File: config.mk
export PLATFORM = sky130hd
export DESIGN_NAME = divf_seq_flat
export DESIGN_NICKNAME = d
export VERILOG_FILES = /design/src/rtl/divf_if.sv /design/src/rtl/divf_seq.sv /design/src/flat_wrapper.sv
export SDC_FILE = /design/constraint.sdc
export NUM_CORES = 1
export LEC_CHECK = 0
export ABC_CLOCK_PERIOD_IN_PS = 6200
export CORE_ASPECT_RATIO = 0.9
export CORE_MARGIN = 1
export CORE_UTILIZATION = 25
export DETAILED_ROUTE_END_ITERATION = 6
export GPL_ROUTABILITY_DRIVEN = 0
export PLACE_DENSITY = 0.5
export REMOVE_ABC_BUFFERS = 1
export SYNTH_ARGS = -nofsm -noshare
export SYNTH_HDL_FRONTEND = slang
export SYNTH_SLANG_ARGS = --single-unit
File: constraint.sdc
create_clock -name clk -period 6.2 [get_ports clk]
set_input_delay 1.24 -clock clk [delete_from_list [all_inputs] [get_ports clk]]
set_output_delay 1.24 -clock clk [all_outputs]
set_load 0.02 [all_outputs]
File: src/rtl/divf_if.sv
// Valid/ready operand and result channels of the sequential float divider.
interface divf_if #(parameter int W = 32);
  logic         in_valid;
  logic         in_ready;
  logic [W-1:0] a;
  logic [W-1:0] b;
  logic         out_valid;
  logic         out_ready;
  logic [W-1:0] s;
  logic         dz;

  modport master (output in_valid, a, b, out_ready, input in_ready, out_valid, s, dz);
  modport slave  (input in_valid, a, b, out_ready, output in_ready, out_valid, s, dz);
endinterface

File: src/rtl/divf_seq.sv
// Multi-cycle single-precision divider: bit-serial restoring mantissa division,
// truncating normalization, result held until the consumer takes it.
module divf_seq #(
  parameter int EXP_W = 8,
  parameter int MAN_W = 23,
  parameter int BIAS  = 127
) (
  input  logic   clk,
  input  logic   rst_n,
  divf_if.slave  bus
);
  localparam int W  = 1 + EXP_W + MAN_W;
  localparam int QW = MAN_W + 2;          // quotient bits, one integer bit
  localparam int RW = MAN_W + 3;          // remainder, room for the left shift
  localparam int CW = $clog2(QW);
  localparam logic [EXP_W-1:0] BIAS_E = EXP_W'(BIAS);
  localparam logic [CW-1:0]    K_LAST = CW'(QW - 1);

  localparam logic [1:0] IDLE = 2'd0;
  localparam logic [1:0] DIV  = 2'd1;
  localparam logic [1:0] NORM = 2'd2;
  localparam logic [1:0] DONE = 2'd3;

  logic [1:0]       state;
  logic             sign;
  logic [EXP_W-1:0] sexp;
  logic [MAN_W:0]   bm;
  logic [RW-1:0]    rem;
  logic [QW-1:0]    q;
  logic [CW-1:0]    k;
  logic [W-1:0]     s_r;
  logic             dz_r;

  logic [EXP_W-1:0] a_exp, b_exp, sexp_n, exp_n;
  logic [RW-1:0]    bx, rem_n;
  logic [MAN_W-1:0] mant_n;
  logic             sign_n, ge, accept;

  assign accept = (state == IDLE) && bus.in_valid;
  assign sign_n = bus.a[W-1] ^ bus.b[W-1];
  assign a_exp  = bus.a[W-2:MAN_W];
  assign b_exp  = bus.b[W-2:MAN_W];
  assign sexp_n = a_exp - b_exp + BIAS_E;

  assign bx     = {2'b00, bm};
  assign ge     = (rem >= bx);
  assign rem_n  = ge ? (rem - bx) : rem;

  // Quotient lies in [0.5, 2): a clear integer bit costs one exponent step.
  assign mant_n = q[QW-1] ? q[QW-2:1] : q[QW-3:0];
  assign exp_n  = q[QW-1] ? sexp : (sexp - EXP_W'(1));

  always_ff @(posedge clk or negedge rst_n) begin
    if (!rst_n) begin
      state <= IDLE;
      sign  <= 1'b0;
      sexp  <= '0;
      bm    <= '0;
      rem   <= '0;
      q     <= '0;
      k     <= '0;
      s_r   <= '0;
      dz_r  <= 1'b0;
    end else begin
      case (state)
        IDLE: if (accept) begin
          sign <= sign_n;
          sexp <= sexp_n;
          bm   <= {1'b1, bus.b[MAN_W-1:0]};
          rem  <= {2'b00, 1'b1, bus.a[MAN_W-1:0]};
          q    <= '0;
          k    <= '0;
          if (bus.b[W-2:0] == '0) begin
            s_r   <= {sign_n, {EXP_W{1'b1}}, {MAN_W{1'b0}}};
            dz_r  <= 1'b1;
            state <= DONE;
          end else if (bus.a[W-2:0] == '0) begin
            s_r   <= {sign_n, {(W-1){1'b0}}};
            dz_r  <= 1'b0;
            state <= DONE;
          end else begin
            state <= DIV;
          end
        end
        DIV: begin
          q   <= {q[QW-2:0], ge};
          rem <= {rem_n[RW-2:0], 1'b0};
          k   <= k + CW'(1);
          if (k == K_LAST) state <= NORM;
        end
        NORM: begin
          s_r   <= {sign, exp_n, mant_n};
          dz_r  <= 1'b0;
          state <= DONE;
        end
        default: if (bus.out_ready) state <= IDLE;
      endcase
    end
  end

  assign bus.in_ready  = (state == IDLE);
  assign bus.out_valid = (state == DONE);
  assign bus.s         = s_r;
  assign bus.dz        = dz_r;
endmodule

File: src/flat_wrapper.sv
// flat-port wrapper written by rule: the top's interface ports become plain ports
module divf_seq_flat 
#(
  parameter int EXP_W = 8,
  parameter int MAN_W = 23,
  parameter int BIAS  = 127
)
  (clk, rst_n, bus_in_valid, bus_a, bus_b, bus_out_ready, bus_in_ready, bus_out_valid, bus_s, bus_dz);
  divf_if bus_i ();
  input  logic clk;
  input  logic rst_n;
  input wire logic [$bits(bus_i.in_valid)-1:0] bus_in_valid;
  input wire logic [$bits(bus_i.a)-1:0] bus_a;
  input wire logic [$bits(bus_i.b)-1:0] bus_b;
  input wire logic [$bits(bus_i.out_ready)-1:0] bus_out_ready;
  output wire logic [$bits(bus_i.in_ready)-1:0] bus_in_ready;
  output wire logic [$bits(bus_i.out_valid)-1:0] bus_out_valid;
  output wire logic [$bits(bus_i.s)-1:0] bus_s;
  output wire logic [$bits(bus_i.dz)-1:0] bus_dz;
  assign bus_i.in_valid = bus_in_valid;
  assign bus_i.a = bus_a;
  assign bus_i.b = bus_b;
  assign bus_i.out_ready = bus_out_ready;
  assign bus_in_ready = bus_i.in_ready;
  assign bus_out_valid = bus_i.out_valid;
  assign bus_s = bus_i.s;
  assign bus_dz = bus_i.dz;
  divf_seq #(.EXP_W(EXP_W), .MAN_W(MAN_W), .BIAS(BIAS)) u_core (.clk(clk), .rst_n(rst_n), .bus(bus_i));
endmodule
==> flow_summary.toml, run 1 <==
[die]
dieArea_um2 = 30800
die_y_um = 167
fp.dieW_um = 185
ios = 103
rows = 59
start_util_pct = 25.7
core_um2 = 29200

[timing]
min_period_over_period_pct = 64.2
tightest_slew_ns = 1.09
setup_violations = 0
slew_headroom_pct = 27.4
skew_ns = 0.00961
rsz0062_at_grt = "no"
drv_slew = 0
finalCriticalPeriod_ns = 3.98
hold_viol = 0
fin_tns_setup_ns = 0
fmax_ghz = 0.251

[layout]
design_area_um2 = 9510
drive_above_1_share_pct = 9.49
nFillCells = 3080
nNetsFinal = 965
seqCellArea_um2 = 3100
areaGrowthSynthToFinish_pct = 26.4
multi_input_area_um2 = 4080
n_antenna_cell = 0

[power_and_ir_drop]
clockPowerShare_pct = 19.5
p_sw_share_pct = 44.7
p_sw_w = 0.00227
seq_power_share_pct = 24.1
leakagePower_nw = 4.04
vdd_drop_max_uv = 250
internal_power_w = 0.00281
p_per_area_nw_per_um2 = 535
pwr-share-comb_pct = 56.3

[drt]
drc_errors = 0
drt_iter0_drc = 250
first_pass_iters = 4
wl_per_cell_um = 16.3
wirelength_um = 20600
postRouteAntennaNets = 0
num_vias = 6040
via_per_inst = 4.79

[logic_synthesis]
ys_async_sr_fraction_pct = 100
yosysTopAreaCell = "dfrtp_1"
yosysSeqAreaShare_pct = 41.2
yosysWarningCount = 0
synthesis.area_um2 = 7520
yosys_register_bits = 124
postSynthCellCount = 765
synth_edf_count = 0
synth.avg_cell_area_um2 = 9.83
synth.distinct_cells = 59
netlist_top_cells_area = "dfrtp_1, ha_1, mux2i_1"
synth_ff_type = "dfrtp_1"
netlist.area_leader.share_pct = 41.2

[setup_path]
crit_path_cell_trace = "clkdlybuf4s50_1 -> or4_1 -> nor4_1 -> nand4b_1 -> o21ai_1 -> a31oi_4 -> buf_4 -> o311ai_0"
cp.arrival_ns = 4.29
cp_slowest_cell = "nor4_1"
crit_path_max_incr_delay_ns = 0.63
critPathKind = "primary input to register"
critical_path.startpoint = "bus_b[12]"
timing.rr.start = "u_core.state[1]"
critical_path_required_ns = 6.51
timing.critical_path.buf_inv = 2
endpoint_kind = "register"
critPathMaxFanout = 65
path_delay_family = "simple AND/OR/NAND/NOR gates"
critPathLaunchType = "primary input"

[clock_tree]
cts_resized = 0
cts_max_path_buffers = 2
h-tree-depth = 4
cts_tree = "yes"
clock_latency_ns = 0.42
cts_setup_buffers = 0
hold_buffers = 0
cts-root-buf = "clkbuf_16"
clock_sinks = 124
cts_made_buffers = 17
path_clk_slew_ns = 0.06

[global_routing]
overflow = 0
grt_max_degree = 71
grt_usage_pct = 13.8
grt_antenna_before_repair = 0
grt_pass1_vias = 5905
grt_pass1_wl_um = 33100

[worst_hold_path]
min_path_type = "register to register"
min_from = "u_core.bm[23]"

[outcome]
outcome = "completed"

[placed_design]
port_buffers = 102
place_hpwl_um = 15100
place_area_um2 = 8930

[run]
drv_cap = 0
==> routing by layer <==
layer	GRT usage [%]	part of all wire, %
met4	3.02	1.2
met3	3.24	3.5
met2	20.7	44
met5	0	0
met1	20.0	51
==> power by group through the flow <==
| stage | Sequential, W | Clock, W | Combinational, W |
|---|---|---|---|
| after floorplan | 0.00121 | 0 | 0.00212 |
| after global placement | 0.00124 | 0 | 0.00286 |
| after detailed placement | 0.00124 | 0 | 0.00287 |
| after CTS | 0.00123 | 0.00102 | 0.00288 |
| after global routing | 0.00126 | 0.00106 | 0.00319 |
| final | 0.00123 | 0.000993 | 0.00287 |
==> synthesized netlist by cell type (11+ instances only) <==
cell and count:
o31ai_1 26, nand2_1 71, nor3_1 11, clkbuf_1 35
a22o_1 27, a21o_1 17, nand4_1 12, mux2_2 26
mux2i_1 44, o22ai_1 11, dfrtp_1 124, xnor2_1 24
inv_1 46, ha_1 44, xor2_1 15, a21oi_1 41
nor4_1 14, nor2_1 37, a211oi_1 11, o21ai_0 30
==> metrics by stage <==
| stage | setup WS, ns | power (W) | hold slack (ns) | utilization (%) | instances |
|---|---|---|---|---|---|
| 2_1_floorplan | 1.45 | 0.00333 | 0.418 | - | 723 |
| 3_3_place_gp | 1.94 | 0.00410 | 0.434 | 30.5 | 1228 |
| 3_5_place_dp | 1.77 | 0.00411 | 0.441 | 30.5 | 1228 |
| 4_1_cts | 2.21 | 0.00513 | 0.455 | 32.5 | 1260 |
| 5_1_grt | 2.02 | 0.00551 | 0.488 | 32.5 | 1260 |
| 6_report | 2.22 | 0.00509 | 0.454 | 32.5 | 1260 |
==> worst reg2reg max path: stages (launching register included) <==
cell      delay [ns]
dfrtp_1         0.41
inv_1           0.11
ha_1            0.68
clkinv_1        0.72
o21a_1          0.54
nor2_2          0.17
buf_4           0.42
nand2_1         0.20
o211ai_1        0.21
==> cells in the final DEF (no fill, tap or decap), types with 7 or more instances in the layout <==
| cell type | instances |
|---|---|
| o22ai_1 | 11 |
| nand4_1 | 12 |
| a22o_1 | 27 |
| nor2_1 | 36 |
| mux2i_1 | 44 |
| ha_1 | 44 |
| clkdlybuf4s50_1 | 101 |
| and3_1 | 7 |
| inv_1 | 46 |
| xor2_1 | 15 |
| o21ai_0 | 29 |
| clkbuf_16 | 17 |
| or3_1 | 8 |
| mux2_2 | 26 |
| nand2_1 | 70 |
| buf_4 | 8 |
| a21o_1 | 17 |
| o31ai_1 | 26 |
| nor4_1 | 14 |
| a211oi_1 | 11 |
| a21oi_1 | 41 |
| xnor2_1 | 24 |
| dfrtp_1 | 124 |
| nor3_1 | 11 |
==> worst paths after layout <==
check	to	slack (ns)	depth (start not counted)
worst min register to register	u_core.bm[23]	0.45	2
worst max-delay path	u_core.bus.s[27]	2.22	8
max in group asynchronous	u_core.rem[15]	3.95	2
worst max register to register	u_core.rem[15]	2.65	8
worst min-delay path	u_core.bm[23]	0.45	2
min in group asynchronous	u_core.bus.s[11]	0.95	1
==> state kept, by name (all words and copies together), names as in the netlist <==
name and count:
u_core.bus.s 32, u_core.state 2, u_core.q 25, u_core.bus.dz 1, u_core.rem 26, u_core.k 5
u_core.sign 1, u_core.bm 24, u_core.sexp 8
==> kinds of logic (layout without fill, tap and decap cells) <==
family | after synthesis | in the layout | share of synthesized area [%]
adders and majority gates | 46 | 46 | 7.85
buffers and inverters | 89 | 188 | 4.76
AOI/OAI and AO/OA | 212 | 212 | 19.9
xor gates and xnor gates | 39 | 39 | 4.54
muxes | 71 | 71 | 9.95
and+or+nand+nor | 184 | 184 | 11.8
DFF | 124 | 124 | 41.2
==> area by class of cell <==
| cell class | instances | area share (%) |
|---|---|---|
| Inverter | 47 | 1.86 |
| Multi-Input combinational cell | 552 | 42.9 |
| Clock buffer | 17 | 4.47 |
| Clock inverter | 15 | 1.62 |
| Timing Repair Buffer | 109 | 11.3 |
| Tap cell | 396 | 5.21 |
| Sequential cell | 124 | 32.6 |
Power figures use the tool's default switching activity.
==> run 2: changes to the inputs <==
--- a/config.mk
+++ b/config.mk
@@ -5,13 +5,13 @@
 export SDC_FILE = /design/constraint.sdc
 export NUM_CORES = 1
 export LEC_CHECK = 0
-export ABC_CLOCK_PERIOD_IN_PS = 6200
+export ABC_CLOCK_PERIOD_IN_PS = 3400
 export CORE_ASPECT_RATIO = 0.9
 export CORE_MARGIN = 1
 export CORE_UTILIZATION = 25
 export DETAILED_ROUTE_END_ITERATION = 6
 export GPL_ROUTABILITY_DRIVEN = 0
-export PLACE_DENSITY = 0.5
+export PLACE_DENSITY = 0.51
 export REMOVE_ABC_BUFFERS = 1
 export SYNTH_ARGS = -nofsm -noshare
 export SYNTH_HDL_FRONTEND = slang
==> constraint.sdc (replaced) <==
create_clock -name clk -period 3.4 [get_ports clk]
set_input_delay 0.68 -clock clk [delete_from_list [all_inputs] [get_ports clk]]
set_output_delay 0.68 -clock clk [all_outputs]
set_load 0.02 [all_outputs]
==> run 2 against run 1 <==
  * Power grew 87%
  * Core utilization rose by 0.83 points
  * Critical path depth up 4
  * Critical path type is now register to register
==> flow_summary.toml, run 2 (same netlist as run 1, synthesis figures left out) <==
[outcome]
outcome = "completed"

[placed_design]
port_buffers = 102
dp_slack_ns = 0.0419
place_hpwl_um = 15500
place_area_um2 = 9160

[die]
die_y_um = 167
fp.dieW_um = 185
dieArea_um2 = 30800
start_util_pct = 25.7
ios = 103
core_um2 = 29200
rows = 59

[global_routing]
grt_pass1_wl_um = 33400
grt_max_degree = 48
grt_usage_pct = 14.1
grt_antenna_before_repair = 0
grt_pass1_vias = 6071
overflow = 0

[timing]
setup_violations = 0
rsz0062_at_grt = "no"
tightest_slew_ns = 0.781
fin_hold_ws_ns = 0.211
drv_slew = 0
slew_headroom_pct = 47.9
hold_viol = 0
fin_ws_ns = 0.235
finalCriticalPeriod_ns = 3.17
fmax_ghz = 0.316
min_period_over_period_pct = 93.1
skew_ns = 0.0183

[setup_path]
crit_path_cell_trace = "inv_1 -> ha_1 -> inv_1 -> fa_1 -> a21o_1 -> a2111oi_4 -> o21ai_2 -> a31oi_1 -> o21ai_1 -> a211oi_1 -> xor2_1 -> a31oi_1"
crit_end = "u_core.rem[21]"
cp_slowest_cell = "a2111oi_4"
crit_path_max_incr_delay_ns = 0.41
critPathLaunchType = "register"
cp.arrival_ns = 3.47
critical_path_required_ns = 3.70
critPathKind = "register to register"
timing.critical_path.buf_inv = 2
critPathMaxFanout = 3
path_delay_family = "compound AO/OA/AOI/OAI gates"
critical_path_cell_count = 12
critical_path.startpoint = "u_core.rem[0]"
reg2reg_depth = 12
timing.rr.start = "u_core.rem[0]"
rrSetupSlack_ns = 0.23
endpoint_kind = "register"
timing.rr.end = "u_core.rem[21]"

[layout]
layout_common_cells = "dfrtp_1, clkdlybuf4s50_1, nand2_1"
largest_reg_flops = 32
drive_above_1_share_pct = 12.1
finish.utilization_pct = 33.4
n_antenna_cell = 0
design_area_um2 = 9750
nNetsFinal = 991
final_common_cell = "dfrtp_1"
areaGrowthSynthToFinish_pct = 29.6

[power_and_ir_drop]
p_per_area_nw_per_um2 = 975
leakagePower_nw = 4.19
vdd_drop_max_uv = 496
total_power_w = 0.00951

[clock_tree]
cts_setup_buffers = 0
clock_latency_ns = 0.43
cts_tree = "yes"
hold_buffers = 0
cts_made_buffers = 17
h-tree-depth = 4
clock_sinks = 124
cts_resized = 0
cts_max_path_buffers = 2
cts-root-buf = "clkbuf_16"
path_clk_slew_ns = 0.06

[drt]
first_pass_iters = 5
wirelength_um = 20700
via_per_inst = 4.77
drc_errors = 0
wl_per_cell_um = 16.1
postRouteAntennaNets = 0
num_vias = 6132
drt_iter0_drc = 379

[worst_hold_path]
min_path_type = "primary input to async pin"

[run]
drv_cap = 0
[run 2: how the worst min path moves through the flow]
stage / slack, ns / start / depth (start not counted) / to
after CTS: 0.21 / rst_n / 1 / u_core.bus.s[10]
after detailed placement: 0.45 / u_core.bm[23] / 2 / u_core.bm[23]
after global routing: 0.23 / rst_n / 1 / u_core.bus.s[9]
after global placement: 0.44 / u_core.bm[23] / 2 / u_core.bm[23]
final: 0.21 / rst_n / 1 / u_core.bus.s[10]
after floorplan: 0.38 / rst_n / 0 / u_core.bm[0]
[run 2: worst reg2reg max path, cell delays in order (launching register included)]
cell and delay [ns]:
dfrtp_1 0.35, inv_1 0.09, ha_1 0.19, inv_1 0.06, fa_1 0.40, a21o_1 0.23
a2111oi_4 0.41, o21ai_2 0.13, a31oi_1 0.35, o21ai_1 0.16, a211oi_1 0.40, xor2_1 0.17
a31oi_1 0.09
[run 2: stage by stage]
| stage | cells | TNS [ns] |
|---|---|---|
| 3_3_place_gp | 1254 | 0 |
| 4_1_cts | 1286 | 0 |
| 6_report | 1286 | 0 |
| 3_5_place_dp | 1254 | 0 |
| 5_1_grt | 1286 | 0 |
| 2_1_floorplan | 723 | -60.52 |
[run 2: layer usage]
metal	track usage, %	share of wire [%]
met3	2.84	3.9
met5	0	0
met4	4.46	1.8
met2	21.4	44
met1	19.8	50
[run 2: layout make-up]
| type | count | area [µm²] |
|---|---|---|
| Clock inverter | 14 | 151 |
| Timing Repair Buffer | 135 | 1300 |
| Multi-Input combinational cell | 552 | 4080 |
| Tap cell | 396 | 495 |
| Clock buffer | 18 | 439 |
| Fill cell | 3041 | 19500 |
| Inverter | 47 | 176 |
| Sequential cell | 124 | 3100 |
[run 2: report_power, final]
group | leakage [nW] | switching, W | internal [W] | total [W]
clock network | 0.292 | 0.000792 | 0.00106 | 0.00185
logic | 2.32 | 0.00308 | 0.00235 | 0.00543
registers | 1.58 | 0.000326 | 0.00190 | 0.00223
total | 4.19 | 0.00420 | 0.00531 | 0.00951
==> run 3: changes to the inputs <==
--- a/config.mk
+++ b/config.mk
@@ -5,12 +5,14 @@
 export SDC_FILE = /design/constraint.sdc
 export NUM_CORES = 1
 export LEC_CHECK = 0
+export ABC_AREA = 1
 export ABC_CLOCK_PERIOD_IN_PS = 3400
-export CORE_ASPECT_RATIO = 0.9
+export CORE_ASPECT_RATIO = 1.25
 export CORE_MARGIN = 1
 export CORE_UTILIZATION = 25
 export DETAILED_ROUTE_END_ITERATION = 6
 export GPL_ROUTABILITY_DRIVEN = 0
+export GPL_TIMING_DRIVEN = 0
 export PLACE_DENSITY = 0.51
 export REMOVE_ABC_BUFFERS = 1
 export SYNTH_ARGS = -nofsm -noshare
==> run 3 against run 2 <==
  * Critical path depth decreased by 2
  * Via count increased by 26%
  * Clock skew about the same
  * Sequential share of layout area decreased by 1.8 points
  * Die area increased by 8.7%
  * Power increased by 14%
  * Area after synthesis increased by 8.8%
  * Fmax increased by 3.2%
==> flow_summary.toml, run 3 <==
[setup_path]
critical_path.startpoint = "u_core.rem[17]"
critical_path_required_ns = 3.73
cp.arrival_ns = 3.40
critPathMaxFanout = 27
rrSetupSlack_ns = 0.33
timing.rr.end = "u_core.rem[23]"
critPathKind = "register to register"
reg2reg_depth = 10
timing.rr.start = "u_core.rem[17]"
critPathLaunchType = "register"
endpoint_kind = "register"

[logic_synthesis]
yosysSeqAreaShare_pct = 37.9
postSynthCellCount = 1173
synthAdderAreaFrac_pct = 7.21
synth.distinct_cells = 37
synthTopCellsByCount = "nand2_1, inv_1, dfrtp_1, nand3_1, a21oi_1"
synthMuxAreaShare_pct = 0
synth_ff_type = "dfrtp_1"
synth_xor_area_share_pct = 1.93
yosysWarningCount = 0
synthesis.area_um2 = 8190
synth-simple-area-share_pct = 28.8
ys_async_sr_fraction_pct = 100
synth_compound_area_share_pct = 12.6
netlist_top_cells_area = "dfrtp_1, nand2_1, inv_1"
synth.avg_cell_area_um2 = 6.98
synth_top_family_by_area = "simple AND/OR/NAND/NOR gates"
yosysTopAreaCell = "dfrtp_1"
synthMostInstantiatedCell = "nand2_1"
yosys_register_bits = 124
netlist.area_leader.share_pct = 37.9
synth_edf_count = 0

[die]
start_util_pct = 25.5
ios = 103
dieArea_um2 = 33500
fp.dieW_um = 164
die_y_um = 204
rows = 73
core_um2 = 32100

[drt]
wl_met3_um = 817
wl_met2_um = 12900
wirelength_um = 24600
postRouteAntennaNets = 0
wl_per_cell_um = 14.7
highest_layer = "met4"
m1WireLength_um = 10500
via_per_inst = 4.59
num_vias = 7702
drc_errors = 0
drt_iter0_drc = 332
first_pass_iters = 5

[timing]
finalCriticalPeriod_ns = 3.07
fin_hold_ws_ns = 0.256
fmax_ghz = 0.326
skew_ns = 0.0178
setup_violations = 0
drv_slew = 0
slew_headroom_pct = 24.8
rsz0062_at_grt = "no"
hold_viol = 0
min_period_over_period_pct = 90.2
tightest_slew_ns = 1.13
fin_tns_setup_ns = 0

[layout]
drive_above_1_share_pct = 5.06
finish.utilization_pct = 32.2
final_common_cell = "nand2_1"
design_area_um2 = 10300
n_antenna_cell = 0
areaGrowthSynthToFinish_pct = 26.1
nNetsFinal = 1366
largest_reg_flops = 32
layout_common_cells = "nand2_1, inv_1, dfrtp_1"

[global_routing]
grt_antenna_before_repair = 0
grt_pass1_wl_um = 40000
grt_max_degree = 65
grt_usage_pct = 15.3
grt_pass1_vias = 7798
overflow = 0

[power_and_ir_drop]
p_per_area_nw_per_um2 = 1050
clockPowerShare_pct = 18.9
pwr-share-comb_pct = 58.3
p_sw_w = 0.00516
vdd_drop_max_uv = 442
internal_power_w = 0.00571
leakagePower_nw = 5.07
total_power_w = 0.0109
seq_power_share_pct = 22.8
p_sw_share_pct = 47.5

[clock_tree]
cts_made_buffers = 17
cts_setup_buffers = 0
cts_max_path_buffers = 2
cts_tree = "yes"
clock_latency_ns = 0.42
h-tree-depth = 4
clock_sinks = 124
path_clk_slew_ns = 0.06
cts-root-buf = "clkbuf_16"
hold_buffers = 0

[worst_hold_path]
min_path_type = "primary input to async pin"

[placed_design]
place_hpwl_um = 18100
port_buffers = 102
place_area_um2 = 9610

[outcome]
outcome = "completed"

[run]
drv_cap = 0
run 3: cell families (layout without fill, tap and decap cells):
family / Yosys count / count (layout)
xor gates and xnor gates: 18 / 18
buffers and inverters: 245 / 337
and+or+nand+nor: 547 / 547
AOI/OAI and AO/OA: 193 / 193
DFF: 124 / 124
adders and majority gates: 46 / 46
run 3: worst max-delay path, cell delays in order (launching register included):
cell	delay, ns
dfrtp_1	0.40
ha_1	0.40
nand2_2	0.16
inv_2	0.05
a21oi_2	0.14
nand2_1	0.14
a21oi_4	0.66
nand3_4	0.49
nand2_1	0.26
o21ai_0	0.11
a21oi_1	0.16
run 3: per-layer routing:
layer	track usage, %	vias to the layer above
li1	-	3939
met1	17.8	3628
met2	28.4	119
met3	2.88	16
met4	3.90	0
met5	0	-
run 3: worst max-delay path by stage:
| stage | end | slack, ns | cells after the start |
|---|---|---|---|
| CTS | u_core.rem[23] | 0.05 | 7 |
| finish | u_core.rem[23] | 0.33 | 10 |
| floorplan | u_core.rem[10] | -0.20 | 7 |
| global placement | u_core.bm[4] | -3.61 | 1 |
| global route | u_core.rem[23] | 0.06 | 10 |
| detailed placement | u_core.bus.s[5] | -1.77 | 7 |
run 3: through the flow:
step	setup WS, ns	std cells
finish	0.332	1677
detailed placement	-1.77	1643
global placement	-3.61	1640
CTS	0.0476	1676
floorplan	-0.202	1126
global route	0.0601	1677
run 3: layout make-up:
type	instances	area, µm²
clock buffer	19	453
tap	412	515
fill	3498	21700
sequential	124	3100
timing repair buffer	105	1100
inverter	198	753
multi-input combinational	804	4170
timing repair inverter	2	10.0
clock inverter	13	210
run 3: repair_timing:
item                       4_1_cts  5_1_grt
gates resized for setup          8        4
setup endpoints to repair       91       39
pin swaps                        0        0
cloned                           1        1
run 3: power by group through the flow:
stage / Sequential, W / Clock (W) / Combinational (W)
after global routing: 0.00255 / 0.00217 / 0.00724
after global placement: 0.00248 / 0 / 0.00616
after CTS: 0.00248 / 0.00210 / 0.00638
after floorplan: 0.00257 / 0 / 0.00430
after detailed placement: 0.00250 / 0 / 0.00632
final: 0.00247 / 0.00206 / 0.00634
